`config.mk`:
```
export PLATFORM = sky130hd
export DESIGN_NAME = diagonal_walker
export DESIGN_NICKNAME = d
export VERILOG_FILES = /design/src/rtl/diagonal_pkg.sv /design/src/rtl/diagonal_lane.sv /design/src/rtl/diagonal_walker.sv
export SDC_FILE = /design/constraint.sdc
export NUM_CORES = 1
export LEC_CHECK = 0
export CAP_MARGIN = 20
export CORE_MARGIN = 4
export CORE_UTILIZATION = 50
export CTS_CLUSTER_SIZE = 10
export DETAILED_ROUTE_END_ITERATION = 8
export GPL_TIMING_DRIVEN = 0
export PLACE_DENSITY = 0.75
export SLEW_MARGIN = 20
export SYNTH_ARGS = -nofsm -noshare
export SYNTH_HDL_FRONTEND = slang
export SYNTH_SLANG_ARGS = --single-unit
```
`constraint.sdc`:
```
create_clock -name clk -period 3 [get_ports clk]
set_input_delay 0.6 -clock clk [delete_from_list [all_inputs] [get_ports clk]]
set_output_delay 0.6 -clock clk [all_outputs]
set_load 0.05 [all_outputs]
```
`src/rtl/diagonal_pkg.sv`:
```
// Shared types and helpers for the diagonal walker: sweep FSM states and
// saturating arithmetic on lane registers.
package diagonal_pkg;

  typedef enum logic [1:0] {
    IDLE = 2'd0,
    RUN  = 2'd1,
    DONE = 2'd2
  } state_t;

  function automatic int kmax(input int w);
    return (1 << w) - 1;
  endfunction

  // Saturating add: min(v + s, 2^w - 1).
  function automatic int sat_add(input int v, input int s, input int w);
    int t;
    t = v + s;
    return (t > kmax(w)) ? kmax(w) : t;
  endfunction

endpackage

```
`src/rtl/diagonal_lane.sv`:
```
// One X/Y register pair walking the X==Y diagonal toward KMAX, with
// realignment after a disturbance on Y.
module diagonal_lane
  import diagonal_pkg::*;
#(
  parameter int W    = 4,
  parameter int STEP = 1
) (
  input  logic         clk,
  input  logic         reset,
  input  logic         clr,
  input  logic         run,
  input  logic         kick,
  output logic [W-1:0] X,
  output logic [W-1:0] Y,
  output logic         lt,
  output logic         fin
);

  localparam logic [W-1:0] KMAX   = W'(kmax(W));
  localparam logic [W-1:0] HALF   = KMAX >> 1;
  localparam logic [W-1:0] STEP_W = W'(STEP);

  logic [W-1:0] x_sat;
  logic [W-1:0] y_sat;

  assign x_sat = W'(sat_add(int'(X), STEP, W));
  assign y_sat = W'(sat_add(int'(Y), STEP, W));
  assign lt    = (X < Y);
  assign fin   = (X == KMAX) && (Y == KMAX);

  always_ff @(posedge clk or posedge reset) begin
    if (reset) begin
      X <= '0;
      Y <= '0;
    end else if (clr) begin
      X <= '0;
      Y <= '0;
    end else if (run) begin
      if (kick) begin
        Y <= Y + STEP_W;
      end else if (X > Y) begin
        // Pull X halfway back toward the top while Y climbs to meet it.
        X <= HALF + (X >> 1);
        Y <= y_sat;
      end else if (X < Y) begin
        X <= Y;
      end else if (X != KMAX) begin
        X <= x_sat;
        Y <= x_sat;
      end
    end
  end

endmodule

```
`src/rtl/diagonal_walker.sv`:
```
// Multi-lane diagonal walker: sweep FSM, saturating sweep counter, the
// !(X<Y) property reduction and a sticky first-violation monitor.
//   state | meaning
//   IDLE  | waiting for start; lanes hold
//   RUN   | lanes update each edge until stop or all lanes finished
//   DONE  | one-cycle done pulse, returns to IDLE
module diagonal_walker
  import diagonal_pkg::*;
#(
  parameter int W     = 4,
  parameter int LANES = 4,
  parameter int STEP  = 1,
  parameter int CNT_W = 8,
  localparam int VL_W = (LANES > 1) ? $clog2(LANES) : 1
) (
  input  logic               clk,
  input  logic               reset,
  input  logic               start,
  input  logic               stop,
  input  logic [LANES-1:0]   perturb,
  output logic [LANES*W-1:0] X,
  output logic [LANES*W-1:0] Y,
  output logic               busy,
  output logic               done,
  output logic               prop,
  output logic               viol_sticky,
  output logic [VL_W-1:0]    viol_lane,
  output logic [CNT_W-1:0]   sweep_cnt
);

  localparam logic [CNT_W-1:0] CNT_MAX = '1;

  state_t           state_q, state_d;
  logic             clr;
  logic             run_go;
  logic             all_done;
  logic [LANES-1:0] lt;
  logic [LANES-1:0] fin;
  logic [VL_W-1:0]  low_lane;

  assign clr      = (state_q == IDLE) && start;
  assign run_go   = (state_q == RUN) && !stop;
  assign all_done = (&fin) && (perturb == '0);
  assign busy     = (state_q == RUN);
  assign done     = (state_q == DONE);
  assign prop     = ~|lt;

  for (genvar i = 0; i < LANES; i++) begin : g_lane
    diagonal_lane #(.W(W), .STEP(STEP)) u_lane (
      .clk   (clk),
      .reset (reset),
      .clr   (clr),
      .run   (run_go),
      .kick  (perturb[i]),
      .X     (X[i*W +: W]),
      .Y     (Y[i*W +: W]),
      .lt    (lt[i]),
      .fin   (fin[i])
    );
  end

  always_ff @(posedge clk or posedge reset) begin
    if (reset) state_q <= IDLE;
    else       state_q <= state_d;
  end

  always_comb begin
    state_d = state_q;
    case (state_q)
      IDLE:    if (start) state_d = RUN;
      RUN:     if (stop || all_done) state_d = DONE;
      DONE:    state_d = IDLE;
      default: state_d = IDLE;
    endcase
  end

  always_ff @(posedge clk or posedge reset) begin
    if (reset) begin
      sweep_cnt <= '0;
    end else if (clr) begin
      sweep_cnt <= '0;
    end else if (state_q == RUN && sweep_cnt != CNT_MAX) begin
      sweep_cnt <= sweep_cnt + 1'b1;
    end
  end

  // Downward scan so the lowest failing lane wins.
  always_comb begin
    low_lane = '0;
    for (int i = LANES - 1; i >= 0; i--) begin
      if (lt[i]) low_lane = VL_W'(i);
    end
  end

  always_ff @(posedge clk or posedge reset) begin
    if (reset) begin
      viol_sticky <= 1'b0;
      viol_lane   <= '0;
    end else if (clr) begin
      viol_sticky <= 1'b0;
      viol_lane   <= '0;
    end else if (!prop && !viol_sticky) begin
      viol_sticky <= 1'b1;
      viol_lane   <= low_lane;
    end
  end

endmodule

```
==> metrics.cfg <==
[grt]
gr-total-overflow = 0
grt_pass1_wl_mm = 17.0
antenna_found_initial = 0
grt_pass1_vias = 3607
track_usage = 0.232
grt_max_degree = 29

[timing]
holdWs_ns = 0.530
hold_violations = 0
rsz0062_at_grt = no
fin_setup_tns_ns = 0
finClkSkew_ns = 0.0121
tightest_slew_ns = 0.646
min_period_ns = 2.91
relSlewSlack = 0.569
fmax_ghz = 0.343
slew_viol_final = 0
fin_crit_sh = 0.971
setup_viol = 0

[synth]
synth_area_mm2 = 0.00380
synth_warnings = 0
seq_area_frac_synth = 0.297
synthArstFlopShare = 1.00
yosys.cell_types.count = 64
syn_area_per_cell_um2 = 8.13
ys.flop_type = dfrtp_1
synthCells = 467
synth_enable_flop_cells = 0
synthesis.nets = 516
ys_seq_elements = 45

[final_layout]
fin_nets = 583
final_cell_mix = 52 x a21oi_1, 50 x clkdlybuf4s50_1, 41 x ha_1
fillerInstances = 639
diodes = 0
drive_gt1_frac = 0.0972
area_growth_pct = 23.2
final_util = 0.638
final_common_cell = a21oi_1

[setup_path]
reg2reg_setup_slack_ns = 0.57
cp-start-kind = register
cpMaxStageDelayCell = dfrtp_2
endpoint = prop
required_ns = 2.40
crit_arrival_ns = 2.31
crit_chain = inv_1 -> ha_1 -> nor2b_2 -> o211ai_1 -> nand2_2 -> clkbuf_4 -> and4_1 -> buf_4
worstSetupEndpointType = output pin
critPathMaxStageDelay_ns = 0.41
rr_worst_depth = 8
critPathKind = register to output pin
worstPathMaxFanout = 10
r2r-start = g_lane[2].u_lane.Y[2]
timing.rr.end = g_lane[2].u_lane.X[3]
critPathLaunch = g_lane[2].u_lane.Y[1]

[drt]
drc_errors = 0
wl_per_cell_um = 16.2
drtIter0Drc = 271
drt-vias-per-instance = 6.09
ant_nets = 0
drt_wl_total_mm = 10.2
vias = 3862
firstDrtPassIters = 5

[placement]
hpwl_mm = 7.78
port_buffers = 51
gp_congestion = 0.923

[cts]
path_clk_slew_ns = 0.09
clockBufferDepth = 2
cts_buffers = 5
htree_num_levels = 2
insertion_delay_ns = 0.30
cts-root-buf = clkbuf_8
numClockSinks = 45
cts_tree = done

[die]
core_area_mm2 = 0.00733
fp.dieW_um = 95.1
die-area_mm2 = 0.00905
pin_count = 54
rows = 31
fp.dieH_um = 95.1
initial_utilization = 0.518

[run]
cap_violations = 0

[hold_path]
hold_class = register to register

[run_status]
status = completed

worst min path at each step:
stage / start / end / slack [ns] / cells past startpoint
after floorplan: state_q[0] / state_q[1] / 0.58 / 2
after global placement: sweep_cnt[5] / sweep_cnt[5] / 0.51 / 1
after detailed placement: sweep_cnt[5] / sweep_cnt[5] / 0.52 / 1
after CTS: sweep_cnt[5] / sweep_cnt[5] / 0.54 / 1
after global routing: sweep_cnt[5] / sweep_cnt[5] / 0.56 / 1
final: sweep_cnt[5] / sweep_cnt[5] / 0.53 / 1
kinds of logic after synthesis:
group	count (synthesis)	share of synthesized area
AO/OA/AOI/OAI	166	0.285
XOR/XNOR	8	0.0185
adder cells (fa/ha/maj)	41	0.135
buffers and inverters	49	0.0514
flip-flops	45	0.297
multiplexers	4	0.0105
AND/OR/NAND/NOR	154	0.202
per-layer routing:
metal	up-vias	wire length, µm	track usage
met4	0	183	0.0709
li1	1873	-	-
met1	1821	4610	0.320
met5	-	0	0
met2	146	4860	0.377
met3	22	585	0.0308
stage by stage:
step | area, µm² | cells | setup WS, ns
detailed placement | 4460 | 618 | -0.388
global placement | 4430 | 617 | -0.337
global route | 4680 | 634 | 0.00303
CTS | 4600 | 626 | 0.0247
finish | 4680 | 634 | 0.0883
floorplan | 3800 | 467 | 0.0903
worst max-delay path: cells and delay by family (launching register included):
kind | cells | cell delay, ns
flip-flops | 1 | 0.41
AO/OA/AOI/OAI | 1 | 0.24
adder cells (fa/ha/maj) | 1 | 0.31
buffers and inverters | 3 | 0.48
AND/OR/NAND/NOR | 3 | 0.56
sequential cells by signal, indices dropped and copies added, names as in the netlist:
signal	cells
g_lane.u_lane.Y	16
g_lane.u_lane.X	16
state_q	2
viol_lane	2
sweep_cnt	8
viol_sticky	1
synthesized netlist by cell type (4+ instances only):
master	number	share of area
nor2_1	40	0.040
inv_1	34	0.034
nor4_1	4	0.0066
nand4_1	7	0.012
o31ai_1	6	0.012
nand2b_1	6	0.0099
a21oi_1	53	0.070
dfrtp_1	45	0.30
xor2_1	4	0.0092
nand3_1	20	0.026
and4_1	4	0.0092
o211ai_1	6	0.012
a211oi_1	5	0.0099
buf_2	8	0.011
xnor2_1	4	0.0092
mux2i_1	4	0.011
nand2_1	38	0.038
a31oi_1	10	0.016
o21ai_0	31	0.041
nor2b_1	5	0.0082
and3_1	7	0.012
nor3_1	10	0.013
clkbuf_1	6	0.0059
ha_1	41	0.14
a21o_1	7	0.014
layout make-up:
cell class	count	area (µm²)	area share
repair buffers	60	596	0.127
clock buffers	5	68.8	0.0147
multi-input cells	373	2490	0.532
flip-flops and latches	45	1130	0.242
well taps	99	124	0.0265
clock inverters	3	68.8	0.0147
plain buffers	15	72.6	0.0155
inverters	34	128	0.0273
what timing repair did:
item | in CTS | in global routing
pin swaps | 0 | 1
endpoints found under the setup margin | 1 | 1
gates resized for setup | 11 | 6
hold buffers | 0 | 0
setup buffers | 0 | 8
gates cloned | 0 | 0
Power is left out: the tool's default activity adds up to more than one toggle a clock period on the data nets, which glitch-free logic cannot reach.
